===== src/rtl/add16_sched_pkg.sv =====
// Shared types and default sizing for the add16_sched adder scheduler.
package add16_sched_pkg;

   localparam int DEF_WIDTH      = 16;
   localparam int DEF_SETTLE_CYC = 3;
   localparam int CNT_W          = 4;

   typedef enum logic [1:0] {
      IDLE   = 2'd0,
      SETTLE = 2'd1,
      RESP   = 2'd2
   } state_t;

endpackage


===== src/rtl/add16_sched_rr_arbiter.sv =====
// Round-robin one-hot arbiter: the lowest valid request at or above ptr wins,
// otherwise the search wraps to the lowest valid request overall.
module rr_arbiter #(
   parameter int N_REQ = 4,
   localparam int ID_W = $clog2(N_REQ)
) (
   input  logic [N_REQ-1:0] req,
   input  logic [ID_W-1:0]  ptr,
   output logic [N_REQ-1:0] gnt
);

   logic [N_REQ-1:0] mask_hi;
   logic [N_REQ-1:0] req_hi;

   for (genvar gi = 0; gi < N_REQ; gi++) begin : g_mask
      assign mask_hi[gi] = (ID_W'(gi) >= ptr);
   end

   assign req_hi = req & mask_hi;

   // x & -x isolates the lowest set bit.
   always_comb begin
      if (|req_hi) begin
         gnt = req_hi & (~req_hi + 1'b1);
      end else begin
         gnt = req & (~req + 1'b1);
      end
   end

endmodule


===== src/rtl/add16_sched.sv =====
// Time-shares one external adder between N_REQ requesters: round-robin grant,
// operands held for SETTLE_CYC cycles, then the sum is registered and returned.
module add16_sched
   import add16_sched_pkg::*;
#(
   parameter int N_REQ      = 4,
   parameter int WIDTH      = DEF_WIDTH,
   parameter int SETTLE_CYC = DEF_SETTLE_CYC
) (
   input  logic                       clk,
   input  logic                       rst,
   input  logic [N_REQ-1:0]           req_valid,
   output logic [N_REQ-1:0]           req_ready,
   input  logic [N_REQ*WIDTH-1:0]     req_a,
   input  logic [N_REQ*WIDTH-1:0]     req_b,
   output logic [WIDTH-1:0]           add_a,
   output logic [WIDTH-1:0]           add_b,
   input  logic [WIDTH-1:0]           add_o,
   output logic                       rsp_valid,
   input  logic                       rsp_ready,
   output logic [WIDTH-1:0]           rsp_sum,
   output logic [$clog2(N_REQ)-1:0]   rsp_id
);

   localparam int ID_W = $clog2(N_REQ);

   state_t            state_reg, state_next;
   logic [CNT_W-1:0]  cnt_reg, cnt_next;
   logic [ID_W-1:0]   ptr_reg, ptr_next;
   logic [WIDTH-1:0]  add_a_reg, add_a_next;
   logic [WIDTH-1:0]  add_b_reg, add_b_next;
   logic [WIDTH-1:0]  rsp_sum_reg, rsp_sum_next;
   logic [ID_W-1:0]   rsp_id_reg, rsp_id_next;

   logic [N_REQ-1:0]  gnt;
   logic [ID_W-1:0]   grant_id;
   logic [WIDTH-1:0]  a_arr [N_REQ];
   logic [WIDTH-1:0]  b_arr [N_REQ];

   for (genvar gi = 0; gi < N_REQ; gi++) begin : g_unpack
      assign a_arr[gi] = req_a[gi*WIDTH +: WIDTH];
      assign b_arr[gi] = req_b[gi*WIDTH +: WIDTH];
   end

   rr_arbiter #(
      .N_REQ (N_REQ)
   ) u_arb (
      .req (req_valid),
      .ptr (ptr_reg),
      .gnt (gnt)
   );

   always_comb begin
      grant_id = '0;
      for (int i = 0; i < N_REQ; i++) begin
         if (gnt[i]) grant_id = ID_W'(i);
      end
   end

   always_ff @(posedge clk) begin
      if (rst) begin
         state_reg   <= IDLE;
         cnt_reg     <= '0;
         ptr_reg     <= '0;
         add_a_reg   <= '0;
         add_b_reg   <= '0;
         rsp_sum_reg <= '0;
         rsp_id_reg  <= '0;
      end else begin
         state_reg   <= state_next;
         cnt_reg     <= cnt_next;
         ptr_reg     <= ptr_next;
         add_a_reg   <= add_a_next;
         add_b_reg   <= add_b_next;
         rsp_sum_reg <= rsp_sum_next;
         rsp_id_reg  <= rsp_id_next;
      end
   end

   always_comb begin
      state_next   = state_reg;
      cnt_next     = cnt_reg;
      ptr_next     = ptr_reg;
      add_a_next   = add_a_reg;
      add_b_next   = add_b_reg;
      rsp_sum_next = rsp_sum_reg;
      rsp_id_next  = rsp_id_reg;
      req_ready    = '0;
      rsp_valid    = 1'b0;

      case (state_reg)
         IDLE: begin
            req_ready = gnt;
            if (|(gnt & req_valid)) begin
               add_a_next  = a_arr[grant_id];
               add_b_next  = b_arr[grant_id];
               rsp_id_next = grant_id;
               cnt_next    = CNT_W'(SETTLE_CYC - 1);
               ptr_next    = (grant_id == ID_W'(N_REQ - 1)) ? '0 : grant_id + ID_W'(1);
               state_next  = SETTLE;
            end
         end
         SETTLE: begin
            // Sample the adder on the last settle cycle, once operands have been stable.
            if (cnt_reg == '0) begin
               rsp_sum_next = add_o;
               state_next   = RESP;
            end else begin
               cnt_next = cnt_reg - CNT_W'(1);
            end
         end
         RESP: begin
            rsp_valid = 1'b1;
            if (rsp_ready) state_next = IDLE;
         end
         default: state_next = IDLE;
      endcase
   end

   assign add_a   = add_a_reg;
   assign add_b   = add_b_reg;
   assign rsp_sum = rsp_sum_reg;
   assign rsp_id  = rsp_id_reg;

endmodule


===== config.mk =====
export PLATFORM = sky130hd
export DESIGN_NAME = add16_sched
export DESIGN_NICKNAME = d
export VERILOG_FILES = /design/src/rtl/add16_sched_pkg.sv /design/src/rtl/add16_sched_rr_arbiter.sv /design/src/rtl/add16_sched.sv
export SDC_FILE = /design/constraint.sdc
export NUM_CORES = 1
export LEC_CHECK = 0
export CAP_MARGIN = 5
export CORE_MARGIN = 3
export CORE_UTILIZATION = 40
export CTS_CLUSTER_DIAMETER = 80
export DETAILED_ROUTE_END_ITERATION = 10
export GPL_ROUTABILITY_DRIVEN = 0
export PLACE_DENSITY = 0.88
export SLEW_MARGIN = 0
export SYNTH_ARGS = -nofsm -noshare
export SYNTH_HDL_FRONTEND = slang
export SYNTH_HIERARCHICAL = 1
export SYNTH_SLANG_ARGS = --single-unit

===== constraint.sdc =====
create_clock -name clk -period 5.25 [get_ports clk]
set_clock_uncertainty 0.1 [all_clocks]
set_input_delay 1.3125 -clock clk [delete_from_list [all_inputs] [get_ports clk]]
set_output_delay 1.3125 -clock clk [all_outputs]
set_load 0.01 [all_outputs]

Word-level counts from Yosys, hierarchy flattened. Cells that the tools add are included.

$add $sub $neg: 4. $lt $le $gt $ge: 5. Eq/ne operators: 7. Muxes and demuxes: 20. Bitwise gates (word level): 7. Reduce and logical (&&, ||, !) cells: 9.

Operators with widths (number): 16-bit binary-select mux with 2-bit select (2); 16-bit 2-to-1 mux (4); 4-bit bitwise AND (4); 4-bit 2-to-1 mux (4); 2-bit 2-to-1 mux (6); 4-bit by 1-bit adder with 4-bit output, second input constant (2); 2-bit inequality test, second input constant (4); 4-bit NOT (2); 4-bit case mux with 2 select lines (1); 4-bit OR reduction (2); 2-bit case mux with 3 select lines (1); 3-bit AND reduction (2); 2-bit equality test, second input constant (2); 1-bit by 2-bit >= comparator with 1-bit output, first input constant (2); 2-bit >= comparator, first input constant (2); 4-bit zero test (1); 2-bit AND reduction (2); 4-bit by 1-bit subtractor with 4-bit output, second input constant (1); 3-bit >= comparator, second input constant (1); 2-bit NOT with 3-bit output (1); 2-bit by 1-bit adder with 2-bit output, second input constant (1); 2-bit by 1-bit equality test with 1-bit output, second input constant (1); 2-bit zero test (1); 1-bit 2-to-1 mux (2); 2-bit nonzero test (1).

Register bits: 58. Output and inout bits: 55.

Depth between registers and ports, before layout. Gate-level depths: netlist of the first run.

Depth after elaboration: 13. Depth in mapped cells: 8.

By module. The synthesis of the first run kept the hierarchy.

Modules (own cells, without submodules): add16_sched (times used 1, cells an instance 369, area each 3540.9 um^2); rr_arbiter (times used 1, cells an instance 19, area each 110.1 um^2).

Worst setup path before layout of the first run. No wires, ideal clock.

Path type: input to output. Start: in req_valid[0]. End: out req_ready[3]. Arrival: 2493 ps. Path slack: 1344 ps. Stages: 7. Path buffers: 3. Cells stage by stage: nor2b_1 o21ai_0 and3_1 buf_2 buf_4 clkbuf_1 and2_1.

Longest elaborated chain between the ends: 6. Elaborated cells between the ends (all ways): 10. Classes of those cells: 2 x add/sub; 2 x mux; 5 x bitwise; 1 x reduce/logical.

RTL lines: start, declared (line add16_sched.sv:12) `input logic [N_REQ-1:0] req_valid,`; 4-bit bitwise AND (line add16_sched_rr_arbiter.sv:19) `assign req_hi = req & mask_hi;`; 4-bit NOT (line add16_sched_rr_arbiter.sv:24) `gnt = req_hi & (~req_hi + 1'b1);`; 4-bit by 1-bit adder with 4-bit output (line add16_sched_rr_arbiter.sv:24); 4-bit bitwise AND (line add16_sched_rr_arbiter.sv:24); 4-bit 2-to-1 mux (*) (line add16_sched_rr_arbiter.sv:23) `if (|req_hi) begin`; named net gnt[3] (line add16_sched.sv:35) `logic [N_REQ-1:0] gnt;`; 4-bit 2-to-1 mux (*) (line add16_sched.sv:91) `case (state_reg)`; end, declared (line add16_sched.sv:13) `output logic [N_REQ-1:0] req_ready,`.

The timed path passes the listed nets; every way through them passes the cells marked *.

Worst setup path in the final report of the first run.
Start: in req_valid[3]. End: out req_ready[2].

Longest elaborated chain between the ends: 4.

RTL lines (line): 4-bit bitwise AND (add16_sched_rr_arbiter.sv:19); 4-bit OR reduction (add16_sched_rr_arbiter.sv:23); 4-bit 2-to-1 mux (add16_sched_rr_arbiter.sv:23); named net gnt[2] (add16_sched.sv:35); 4-bit 2-to-1 mux (add16_sched.sv:91).

The timed path passes the listed nets, and every way through them passes these cells.

==> results of run 1 <==
-- worst reg2reg max path, cell delays in order (launching register included) --
cell and delay [ns]:
sky130_fd_sc_hd__dfxtp_1 0.45, sky130_fd_sc_hd__nor2b_1 0.07, sky130_fd_sc_hd__o21ai_0 0.18, sky130_fd_sc_hd__and3_2 0.21
sky130_fd_sc_hd__buf_4 0.57, sky130_fd_sc_hd__a22oi_4 0.14, sky130_fd_sc_hd__a21oi_4 0.78, sky130_fd_sc_hd__o221a_1 0.34
-- where the power goes --
part	switching (mW)	internal (mW)
Combinational	0.468	0.508
Sequential	0.0645	0.543
Clock	0.167	0.245
-- layout by cell type, fill, tap and decap left out, types with 3 or more instances in the layout --
cell type	n
sky130_fd_sc_hd__a211oi_1	33
sky130_fd_sc_hd__a21oi_1	18
sky130_fd_sc_hd__a221o_1	32
sky130_fd_sc_hd__and2_1	4
sky130_fd_sc_hd__buf_4	9
sky130_fd_sc_hd__clkbuf_1	3
sky130_fd_sc_hd__clkbuf_8	11
sky130_fd_sc_hd__clkdlybuf4s50_1	205
sky130_fd_sc_hd__dfxtp_1	58
sky130_fd_sc_hd__inv_1	8
sky130_fd_sc_hd__mux2i_1	33
sky130_fd_sc_hd__nand2_1	6
sky130_fd_sc_hd__nand3_1	18
sky130_fd_sc_hd__nor2_1	7
sky130_fd_sc_hd__nor2b_1	37
sky130_fd_sc_hd__nor3_1	4
sky130_fd_sc_hd__o21ai_0	8
sky130_fd_sc_hd__o21ai_1	10
sky130_fd_sc_hd__o221a_1	28
sky130_fd_sc_hd__o221a_2	4
-- area by class of cell --
| type | instances | area [µm²] |
|---|---|---|
| Sequential cell | 58 | 1160 |
| Multi-Input combinational cell | 275 | 2190 |
| Clock buffer | 14 | 163 |
| Timing Repair Buffer | 214 | 2120 |
| Clock inverter | 2 | 35.0 |
| Tap cell | 108 | 135 |
| Fill cell | 712 | 2970 |
| Inverter | 10 | 37.5 |
-- stage by stage --
stage,std cells,util,hold slack (ns)
after CTS,681,0.663,0.376
after detailed placement,665,0.641,0.353
after floorplan,388,-,0.349
after global routing,681,0.663,0.395
final,681,0.663,0.379
after global placement,665,0.641,0.351
-- routing by layer --
layer  vias up  routed length, µm  GRT usage
met1      1828               4620      0.246
met5         -                  0          0
li1       1888                  -          -
met3        21                938     0.0530
met4         0                265     0.0828
met2       174               6130      0.404
-- how the worst min path moves through the flow --
stage	from	to	slack [ns]	cells after the start
final	rsp_sum[15]	rsp_sum[15]	0.38	2
after global routing	rsp_sum[10]	rsp_sum[10]	0.40	2
after CTS	rsp_id[0]	rsp_id[0]	0.38	2
after detailed placement	rsp_id[1]	rsp_id[1]	0.35	2
after global placement	rsp_id[1]	rsp_id[1]	0.35	2
after floorplan	cnt_reg[0]	cnt_reg[0]	0.35	2
-- kinds of logic (layout without fill, tap and decap cells) --
logic type | count (synthesis) | in the layout
compound gates | 154 | 154
fa+ha+maj | 2 | 2
buf+inv | 55 | 240
flops | 58 | 58
mux | 33 | 33
simple gates | 86 | 86
==> results, run 1 <==
- The run finished with clean final reports.
- For the pin with the worst max-slew slack, the measured transition is 1.08 ns.
- The final-report max-slew violation count is 0.
- The area growth from synthesis to layout is 59.9%.
- Setup repair after global routing left no endpoint under its margin.
- The effective utilization at floorplan is 0.415.
- Dividing the detail-routed via count by the number of cells gives 5.74.
- Of the total synthesized cell area, the portion taken by AND, OR, NAND and NOR gates is 0.133.
- The count of instances resized after the clock tree is built is 0.
- The critical path starts at req_valid[3].
- The via count of the first global-routing pass is 3,994.
- Setup total negative slack on the finished layout was measured at 0 ns.
- 0 antenna diodes ended up in the layout.
- Among cell families on the critical path, the largest total delay comes from buffers and inverters.
- The critical path endpoint is req_ready[2].
- The worst reg-to-reg setup slack is about 2.4 ns.
- The area share of the largest cell type after synthesis is 0.318.
- The clock root buffer is sky130_fd_sc_hd__clkbuf_8.
- Counting every net in the synthesized netlist gives 541.
- In this run the power density over the cells is 342 mW/mm².
- Clock-pin slew was measured on the worst setup and hold paths at ~0.060 ns.
- The CTS tree is yes.
- After synthesis, the mean cell area works out to 9.41 µm².
- The max-capacitance violation count is 0.
- The startpoint of the worst register-to-register path is ptr_reg[0].
- The synthesis-stage register bit count is 58.
- Synthesis produced 388 cells.
- At the later pin of the worst-skew pair, clock insertion delay measures 0.32 ns.
- The die extent in y is 102 µm.
- The worst path needs 4.59 ns of the cycle, external delays included.
- The wire length after detailed routing is 12.0 mm.
- Based on the critical path, the design can be clocked at up to 218 MHz.
- The clock drives 58 sinks.
- The total power is 2.00 mW.
- The endpoint identified for the worst register-to-register timing path is add_a[6].
- The first TritonRoute pass finished after 4 iterations.
- The largest total area in the synthesized netlist belongs to sky130_fd_sc_hd__dfxtp_1.
- The layout cell share with drive strength beyond 1 is 0.0698.
- During placement, the flow inserted port buffers numbering 205.
- The die outline area is around 0.010 mm².
- The final critical-path setup slack is 0.662 ns.
- Measured in cells, the most critical reg-to-reg path has a length of 7.
- In this run, CTS created clock tree buffers numbering 9.
- For this run, design rule violations remaining after detail routing come to 0.
- The number of vias in the routed layout is 3,911.
- The analysis attributes to cell leakage a power of 2.10 nW.
- By area the synthesized netlist is led by sky130_fd_sc_hd__dfxtp_1, sky130_fd_sc_hd__mux2i_1, sky130_fd_sc_hd__a221o_1, sky130_fd_sc_hd__o221a_1, sky130_fd_sc_hd__a211oi_1.
- In this run the core area contains 34 standard-cell rows.
- After synthesis, the most frequently instantiated cells are sky130_fd_sc_hd__dfxtp_1, sky130_fd_sc_hd__nor2b_1, sky130_fd_sc_hd__a211oi_1, sky130_fd_sc_hd__mux2i_1, sky130_fd_sc_hd__a221o_1.
- The first-pass GRT wire length is 18.4 mm.
- The synthesized netlist occupies a cell area of 0.00365 mm².
- The fraction of the mapped netlist area in compound gates is 0.368.
- Counting flops with an async set or reset pin after synthesis yields a share of 0.
- The share of the synthesized netlist area taken by xor and xnor gates is 0.
- The critical path arrival is 3.18 ns.
- The fraction of synthesized area in multiplexers is 0.0905.
- By instance count, the cell type seen most on the critical path is sky130_fd_sc_hd__clkdlybuf4s50_1.
- Once the clock tree was built, the setup fixing pass inserted 0 buffers.
- The critical path startpoint category is an input port.
- The initial antenna violation count was 0.
- Once placement finished, the instance area stood at 0.00564 mm².
- The slowest stage of the critical path is the sky130_fd_sc_hd__clkdlybuf4s50_1 cell.
- During synthesis, Yosys emitted a total of 6 warnings.
- Of the total synthesized cell area, the portion taken by full adders, half adders and majority gates is 0.00685.
- Of all nets on the critical path, the largest fanout is 7.
- Yosys mapped a number of flops with a built-in enable equal to 0.
- The min-delay analysis places its worst path in the category reg2reg.
- The category of the worst setup path capture point is an output pin.
- The final instance area is a little under 0.006 mm².
- The number of hold violations in the final report is 0.
- The top-level port count is 206.
- The instance count on the critical path is 7.
- Once detail routing completed, the nets flagged for antenna violations numbered 0.
- The headroom to the max-slew limit is 0.275.
- The delay contributed by the slowest stage of the critical path is approximately 0.59 ns.
- The total setup violations reported at the end of the flow is 0.
- For this block, the initial DRC count from the detailed router was roughly 130.
- The signal on the critical path passes through clkdlybuf4s50_1 > a21o_2 > a21oi_1 > o21a_1 > inv_1 > nor2_1 > clkdlybuf4s50_1.
- The die span in x is 102 µm.
- The primary flip-flop cell chosen by synthesis mapping is sky130_fd_sc_hd__dfxtp_1.
- The remaining global-route overflow is 0.
- The sequential share of the synthesized area is 0.318.
- Across every metal layer, demand over resource in global routing totals 0.221.
- The clock passes through at most 2 buffers.
- After detailed routing, the average wire length per cell comes to 17.6 µm.
- The number of nets in the layout is 721.
- The leading cell type by number of instances after synthesis is sky130_fd_sc_hd__dfxtp_1.
- Entering global routing, the biggest net connects 71 pins.
- At the worst endpoint, the required time is roughly 3.8 ns.
- Synthesis instantiated 49 different standard cells from the library.
- Summed over all nets, the half-perimeter wirelength after detailed placement is 8.51 mm.
- The worst-case IR drop observed on VDD is 0.149 mV.
- The final worst-path cycle share is 0.874.
- The combinational family with the most area after synthesis is compound AO/OA/AOI/OAI gates.
- The H-tree was split into 3 levels.
- The core area is a little under 0.009 mm².
- The placement-stage worst setup slack is 0.657 ns.
- After clock tree synthesis, the flow added hold-fix buffers numbering 0.
- The critical path is of the in2out type.
- The critical path buffer and inverter count is 3.
Power figures use the tool's default switching activity.
==> inputs of run 2 (changes only) <==
--- a/config.mk
+++ b/config.mk
@@ -6,13 +6,12 @@
 export NUM_CORES = 1
 export LEC_CHECK = 0
 export CAP_MARGIN = 5
-export CORE_MARGIN = 3
 export CORE_UTILIZATION = 40
 export CTS_CLUSTER_DIAMETER = 80
 export DETAILED_ROUTE_END_ITERATION = 10
 export GPL_ROUTABILITY_DRIVEN = 0
 export PLACE_DENSITY = 0.88
-export SLEW_MARGIN = 0
+export SLEW_MARGIN = 25
 export SYNTH_ARGS = -nofsm -noshare
 export SYNTH_HDL_FRONTEND = slang
 export SYNTH_HIERARCHICAL = 1
==> run 2 against run 1 <==
  * Utilization up 0.48 points
  * Die area decreased by 7.7%
  * Fmax increased by 0.46%
  * Highest routed layer unchanged
==> results, run 2 (synthesized netlist as in run 1, its figures left out) <==
- In this run the count of I/O pins placed on the die edge is 206.
- In this run the tightest slew margin relative to its limit is 0.487.
- The category of the worst setup path capture point is an output pin.
- The total overflow left after global routing is 0.
- The global-route total usage across every layer is 0.255.
- The number of gates resized after CTS was 0.
- Setup repair after global routing left no endpoint under its margin.
- Dividing the final minimum period by the clock period gives 0.870.
- Dividing the detail-routed via count by the number of cells gives 5.92.
- The number of hold violations in the final report was 0.
- The placed cell count is roughly 670.
- The number of cells on the worst reg-to-reg path is 8.
- The number of buffer cells added on primary ports is 205.
- The total setup violations reported at the end of the flow is 0.
- The deepest level of the CTS H-tree is 3.
- Static timing analysis puts the maximum clock frequency at 219 MHz.
- The area taken by flip-flops and latches is between 0.001 and 0.0015 mm².
- The critical-path maximum fanout is 7.
- The startpoint of the worst register-to-register path is ptr_reg[0].
- The worst reg-to-reg setup slack is 2.38 ns.
- The pre-antenna-repair detailed-routing pass consisted of 5 iterations.
- The final-report max-slew violation count was 0.
- The average detailed-routed wire length per instance is 17.9 µm.
- The initial antenna violation count came to 0.
- The number of clock sinks is between 50 and 60.
- The run finished with clean final reports.
- The clock passes through at most 2 buffers.
- The wire length after detailed routing is ~12 mm.
- The top cell types in the final layout, fill and taps aside, are sky130_fd_sc_hd__clkdlybuf4s50_1, sky130_fd_sc_hd__dfxtp_1, sky130_fd_sc_hd__nor2b_1.
- The number of vias in the routed layout is 4,040.
- After routing, the total negative slack on setup checks comes to 0 ns.
- Dividing total power by cell area gives a power density of 345 mW/mm².
- The multi-input combinational cell area is 0.00219 mm².
- The fill cell instance count of the final layout is between 700 and 800.
- The die is 97.5 µm wide.
- The tool flagged a number of max-cap violations equal to 0.
- The clock latency at the later pin of the worst-skew pair is 0.33 ns.
- The critical path startpoint category is an input port.
- The clock edge transition at the registers on the reported setup and hold paths is 0.06 ns.
- The most common cell after layout, fill and taps aside is sky130_fd_sc_hd__clkdlybuf4s50_1.
- STA puts the critical path data arrival time at between 3 and 4 ns.
- The violation count after the first detailed-routing iteration is 126.
- Buffers inserted to repair hold after CTS numbered 0.
- For this configuration, the core starts out at a cell density of 0.417.
- At the pin with the least slew margin, the transition time is 0.769 ns.
- The floorplan step defined a die boundary enclosing 0.00951 mm².
- For the finished layout, the period the worst path requires is 4.57 ns.
- The total half-perimeter wirelength after legalization and detailed placement is 8.78 mm.
- The most critical setup path has its startpoint at req_valid[3].
- The number of antenna diodes in the final layout is 0.
- The net count of the finished layout is 722.
- The analysis attributes to cell leakage a power of 2.11 nW.
- The via count of the first global-routing pass is 4,026.
- The initialized floorplan defines 34 standard-cell rows.
- The DRC violation count after routing is 0.
- The detail route stage leaves a number of antenna-violating nets equal to 0.
- The tightest hold path in the finished design has a slack of 0.360 ns.
- IR analysis of the VDD net gives a maximum drop of 0.158 mV.
- The floorplan step defined a core boundary enclosing 0.00876 mm².
- The final cell count without fillers is around 680.
- In this run the critical register-to-register path is captured at add_a[1].
- The die extent in y is just under 100 µm.
- The worst setup path is of the in2out kind.
- The most critical setup path has its endpoint at req_ready[2].
- Entering global routing, the biggest net connects 71 pins.
- Relative to the synthesized area, the layout overhead comes to 60.3%.
- The CTS tree is yes.
- STA puts the critical path data required time at 3.84 ns.
- The path category of the worst min-delay check is reg2reg.
- The number of buffers added by the clock tree synthesis step is 9.
- The number of buffers inserted by post-CTS setup repair is 0.
- In the final layout, the share of cells above drive strength 1 is 0.0714.
- The clock root buffer is sky130_fd_sc_hd__clkbuf_8.
- The first global-routing pass estimated 19.5 mm of wire.
[run 2: power by group]
| group | internal, mW | switching [mW] |
|---|---|---|
| registers | 0.543 | 0.0676 |
| clock network | 0.245 | 0.168 |
| logic | 0.516 | 0.479 |
[run 2: final cells by class]
cell class	instances	area share
Clock buffer	14	0.0278
Clock inverter	2	0.00599
Inverter	10	0.00641
Multi-Input combinational cell	275	0.375
Sequential cell	58	0.198
Tap cell	108	0.0231
Timing Repair Buffer	215	0.363
[run 2: per-layer routing]
metal  vias to the layer above  share of wire  GRT usage
li1                       1891              -          -
met1                      1900           0.38      0.269
met2                       217           0.52      0.471
met3                        32          0.073     0.0561
met4                         0          0.033      0.129
met5                         -              0          0
[run 2: worst min-delay path by stage]
stage,from,cells after the start,slack (ns),endpoint
floorplan,cnt_reg[0],2,0.35,cnt_reg[0]
global placement,rsp_id[1],2,0.35,rsp_id[1]
detailed placement,rsp_id[1],2,0.35,rsp_id[1]
CTS,rsp_id[1],2,0.36,rsp_id[1]
global route,rsp_id[1],2,0.38,rsp_id[1]
finish,rsp_id[1],2,0.36,rsp_id[1]
[run 2: critical path, stage by stage]
cell	delay (ns)
sky130_fd_sc_hd__clkdlybuf4s50_1	0.56
sky130_fd_sc_hd__a21o_2	0.25
sky130_fd_sc_hd__a21oi_1	0.13
sky130_fd_sc_hd__o21a_1	0.14
sky130_fd_sc_hd__inv_1	0.05
sky130_fd_sc_hd__nor2_1	0.09
sky130_fd_sc_hd__clkdlybuf4s50_1	0.60
[run 2: stage by stage]
| step | util | total power, mW | area, µm² | worst slack [ns] |
|---|---|---|---|---|
| after floorplan | - | 1.21 | 3650 | 1.34 |
| after global placement | 0.644 | 1.57 | 5650 | 0.709 |
| after detailed placement | 0.645 | 1.61 | 5650 | 0.670 |
| after CTS | 0.668 | 2.03 | 5850 | 0.670 |
| after global routing | 0.668 | 2.13 | 5850 | 0.530 |
| final | 0.668 | 2.02 | 5850 | 0.683 |
==> inputs of run 3 (changes only) <==
--- a/config.mk
+++ b/config.mk
@@ -6,11 +6,12 @@
 export NUM_CORES = 1
 export LEC_CHECK = 0
 export CAP_MARGIN = 5
-export CORE_UTILIZATION = 40
+export CORE_UTILIZATION = 35
+export CTS_BUF_LIST = sky130_fd_sc_hd__clkbuf_16
 export CTS_CLUSTER_DIAMETER = 80
 export DETAILED_ROUTE_END_ITERATION = 10
-export GPL_ROUTABILITY_DRIVEN = 0
-export PLACE_DENSITY = 0.88
+export GPL_ROUTABILITY_DRIVEN = 1
+export PLACE_DENSITY = 0.82
 export SLEW_MARGIN = 25
 export SYNTH_ARGS = -nofsm -noshare
 export SYNTH_HDL_FRONTEND = slang
==> constraint.sdc (replaced) <==
create_clock -name clk -period 3.74 [get_ports clk]
set_clock_uncertainty 0.1 [all_clocks]
set_input_delay 0.935 -clock clk [delete_from_list [all_inputs] [get_ports clk]]
set_output_delay 0.935 -clock clk [all_outputs]
set_load 0.01 [all_outputs]
==> run 3 against run 2 <==
  * Die area increased by 14%
  * Setup slack worse by 0.61 ns
  * Non-clock buffer count rose by 6
  * Critical path depth fell by 2
  * Flip-flop and latch count is the same
==> results, run 3 (synthesized netlist as in run 1, its figures left out) <==
- The die outline area is 0.0108 mm².
- In the routed layout, each cell is associated on average with a via count of about 5.6.
- The clock passes through at most 2 buffers.
- The final worst-path cycle share is 0.980.
- The area growth from synthesis to layout is 66.1%.
- The total negative slack for setup checks is 0 ns.
- In this run the worst path has a maximum fanout of 6.
- The signal on the critical path passes through clkdlybuf4s50_1 > a211oi_2 > o31a_1 > and2_1 > clkdlybuf4s50_1.
- After floorplanning, the core was divided into 36 placement rows.
- The worst reg-to-reg setup slack is 1.12 ns.
- The initial antenna violation count is 0.
- In this run the clock root is driven by a sky130_fd_sc_hd__clkbuf_16.
- The fmax is roughly 270 MHz.
- The path category of the worst min-delay check is reg2reg.
- The post-place instance area is 0.00574 mm².
- The CTS tree is yes.
- The deepest level of the CTS H-tree is 3.
- The placement-stage worst setup slack is roughly 0.079 ns.
- Summing all multi-input logic gate instances after layout gives 0.00219 mm².
- The core region is 0.00995 mm².
- The actual slew at the worst max-slew pin is slightly below 0.8 ns.
- The number of nets in the layout is 728.
- The fill cell instance count of the final layout is approximately 830.
- The number of buffers inserted by post-CTS setup repair is 0.
- The finished cells cover 0.00606 mm².
- The critical path in this run is classified as in2out.
- The violation count after the first detailed-routing iteration is 171.
- In this design, the stage delay of the slowest critical-path cell is 0.62 ns.
- In the final layout, flip-flops and latches occupy 0.00116 mm².
- The final weighted congestion in routability-driven placement is 0.806.
- The worst supply voltage drop on vdd is 0.195 mV.
- The die is around 100 µm wide.
- The critical path arrival is between 2 and 3 ns.
- Counting I/O delays and the setup requirement, the final critical path takes between 3 and 4 ns.
- Entering global routing, the biggest net connects 71 pins.
- The count of nets left with antenna violations after detail routing is 0.
- After detailed routing, the total wire length is 12.9 mm.
- The global-route total usage across every layer is 0.233.
- The power density over the cells is 519 mW/mm².
- The worst hold margin is 0.356 ns.
- The routed layout has 4,011 vias.
- The quantity of hold-fixing buffers added after cts is 0.
- The slowest stage of the critical path is the sky130_fd_sc_hd__clkdlybuf4s50_1 cell.
- The required arrival time at the worst endpoint is 2.70 ns.
- Summed over all layers, the global routing overflow is 0.
- Measured on the finished design, the core utilization comes to 0.609.
- The max-capacitance violation count is 0.
- The final cell count without fillers is 713.
- The headroom to the max-slew limit is 0.480.
- The worst setup path is launched from an input port.
- The count of instances resized after the clock tree is built is 0.
- In this run the count of I/O pins placed on the die edge is roughly 210.
- The number of hold violations in the final report is 0.
- In the layout the commonest cells are sky130_fd_sc_hd__clkdlybuf4s50_1, sky130_fd_sc_hd__dfxtp_1, sky130_fd_sc_hd__nor2b_1.
- The placed cell count is about 700.
- The total power is roughly 3.1 mW.
- The most common cell after layout, fill and taps aside is sky130_fd_sc_hd__clkdlybuf4s50_1.
- The number of buffers added by the clock tree synthesis step is 9.
- The run finished with clean final reports.
- After detailed routing, the number of remaining DRC violations is 0.
- The count of buffers added on input and output ports is about 210.
- The later pin in the worst-skew pair is clocked with a latency of 0.32 ns.
- The final critical-path setup slack is 0.0740 ns.
- The average detailed-routed wire length per instance is between 15 and 20 µm.
- The effective utilization at floorplan is 0.367.
- The number of clock sinks is between 50 and 60.
- The most numerous cell type found on the critical path is sky130_fd_sc_hd__clkdlybuf4s50_1.
- The layout cell share with drive strength beyond 1 is 0.0862.
- Measured along the y axis, the die boundary spans 104 µm.
- The clock edge transition at the registers on the reported setup and hold paths is 0.05 ns.
- The cell family with the largest share of critical-path delay is buffers and inverters.
- The final-report max-slew violation count is 0.
- Setup repair after global routing left no endpoint under its margin.
- The static power due to leakage is roughly 2.2 nW.
- The number of search-and-repair iterations in the first detailed-routing pass is 5.
- The category of the worst setup path capture point is an output pin.
- The total setup violations reported at the end of the flow is 0.
- The first global-routing pass estimated 20.2 mm of wire.
- The via count of the first global-routing pass came to ~4,200.
- Counting both buffers and inverters, the worst setup path holds a total of 2.
- The number of antenna diodes is 0.
- Detailed placement finished with a half-perimeter wire length of a little over 9 mm.
run 3: changes by cell type in the layout (fill, tap and decap cells not counted), moves of 2 or more:
cell and change:
sky130_fd_sc_hd__clkbuf_8 -11, sky130_fd_sc_hd__clkbuf_16 +9, sky130_fd_sc_hd__buf_4 +5, sky130_fd_sc_hd__clkbuf_1 -3, sky130_fd_sc_hd__clkinvlp_4 +2
run 3: layer usage:
| layer | global-route usage | vias up | share of wire |
|---|---|---|---|
| li1 | - | 1897 | - |
| met2 | 0.436 | 207 | 0.52 |
| met4 | 0.102 | 0 | 0.021 |
| met5 | 0 | - | 0 |
| met3 | 0.0714 | 21 | 0.087 |
| met1 | 0.235 | 1886 | 0.37 |
run 3: final cells by class:
cell class              count  area share
repair buffers            221       0.361
clock buffers               9      0.0371
clock inverters             7      0.0155
flip-flops and latches     58       0.191
inverters                  10     0.00619
well taps                 133      0.0274
multi-input cells         275       0.362
run 3: tightest hold or removal path, cell delays in order, from the launching register on:
cell and delay [ns]:
sky130_fd_sc_hd__dfxtp_1 0.30, sky130_fd_sc_hd__inv_1 0.05, sky130_fd_sc_hd__a211oi_1 0.05
run 3: where the power goes:
part / leakage [nW] / internal, mW / total, mW / switching (mW)
Combinational: 1.58 / 0.740 / 1.42 / 0.679
Clock: 0.151 / 0.581 / 0.873 / 0.292
Sequential: 0.477 / 0.763 / 0.857 / 0.0933
Total: 2.21 / 2.08 / 3.15 / 1.06
run 3: worst paths after layout:
path | start | to | cells after the start
min | rsp_id[1] | rsp_id[1] | 2
max reg2reg | ptr_reg[0] | add_b[4] | 8
max | req_valid[1] | req_ready[0] | 5
min reg2reg | rsp_id[1] | rsp_id[1] | 2
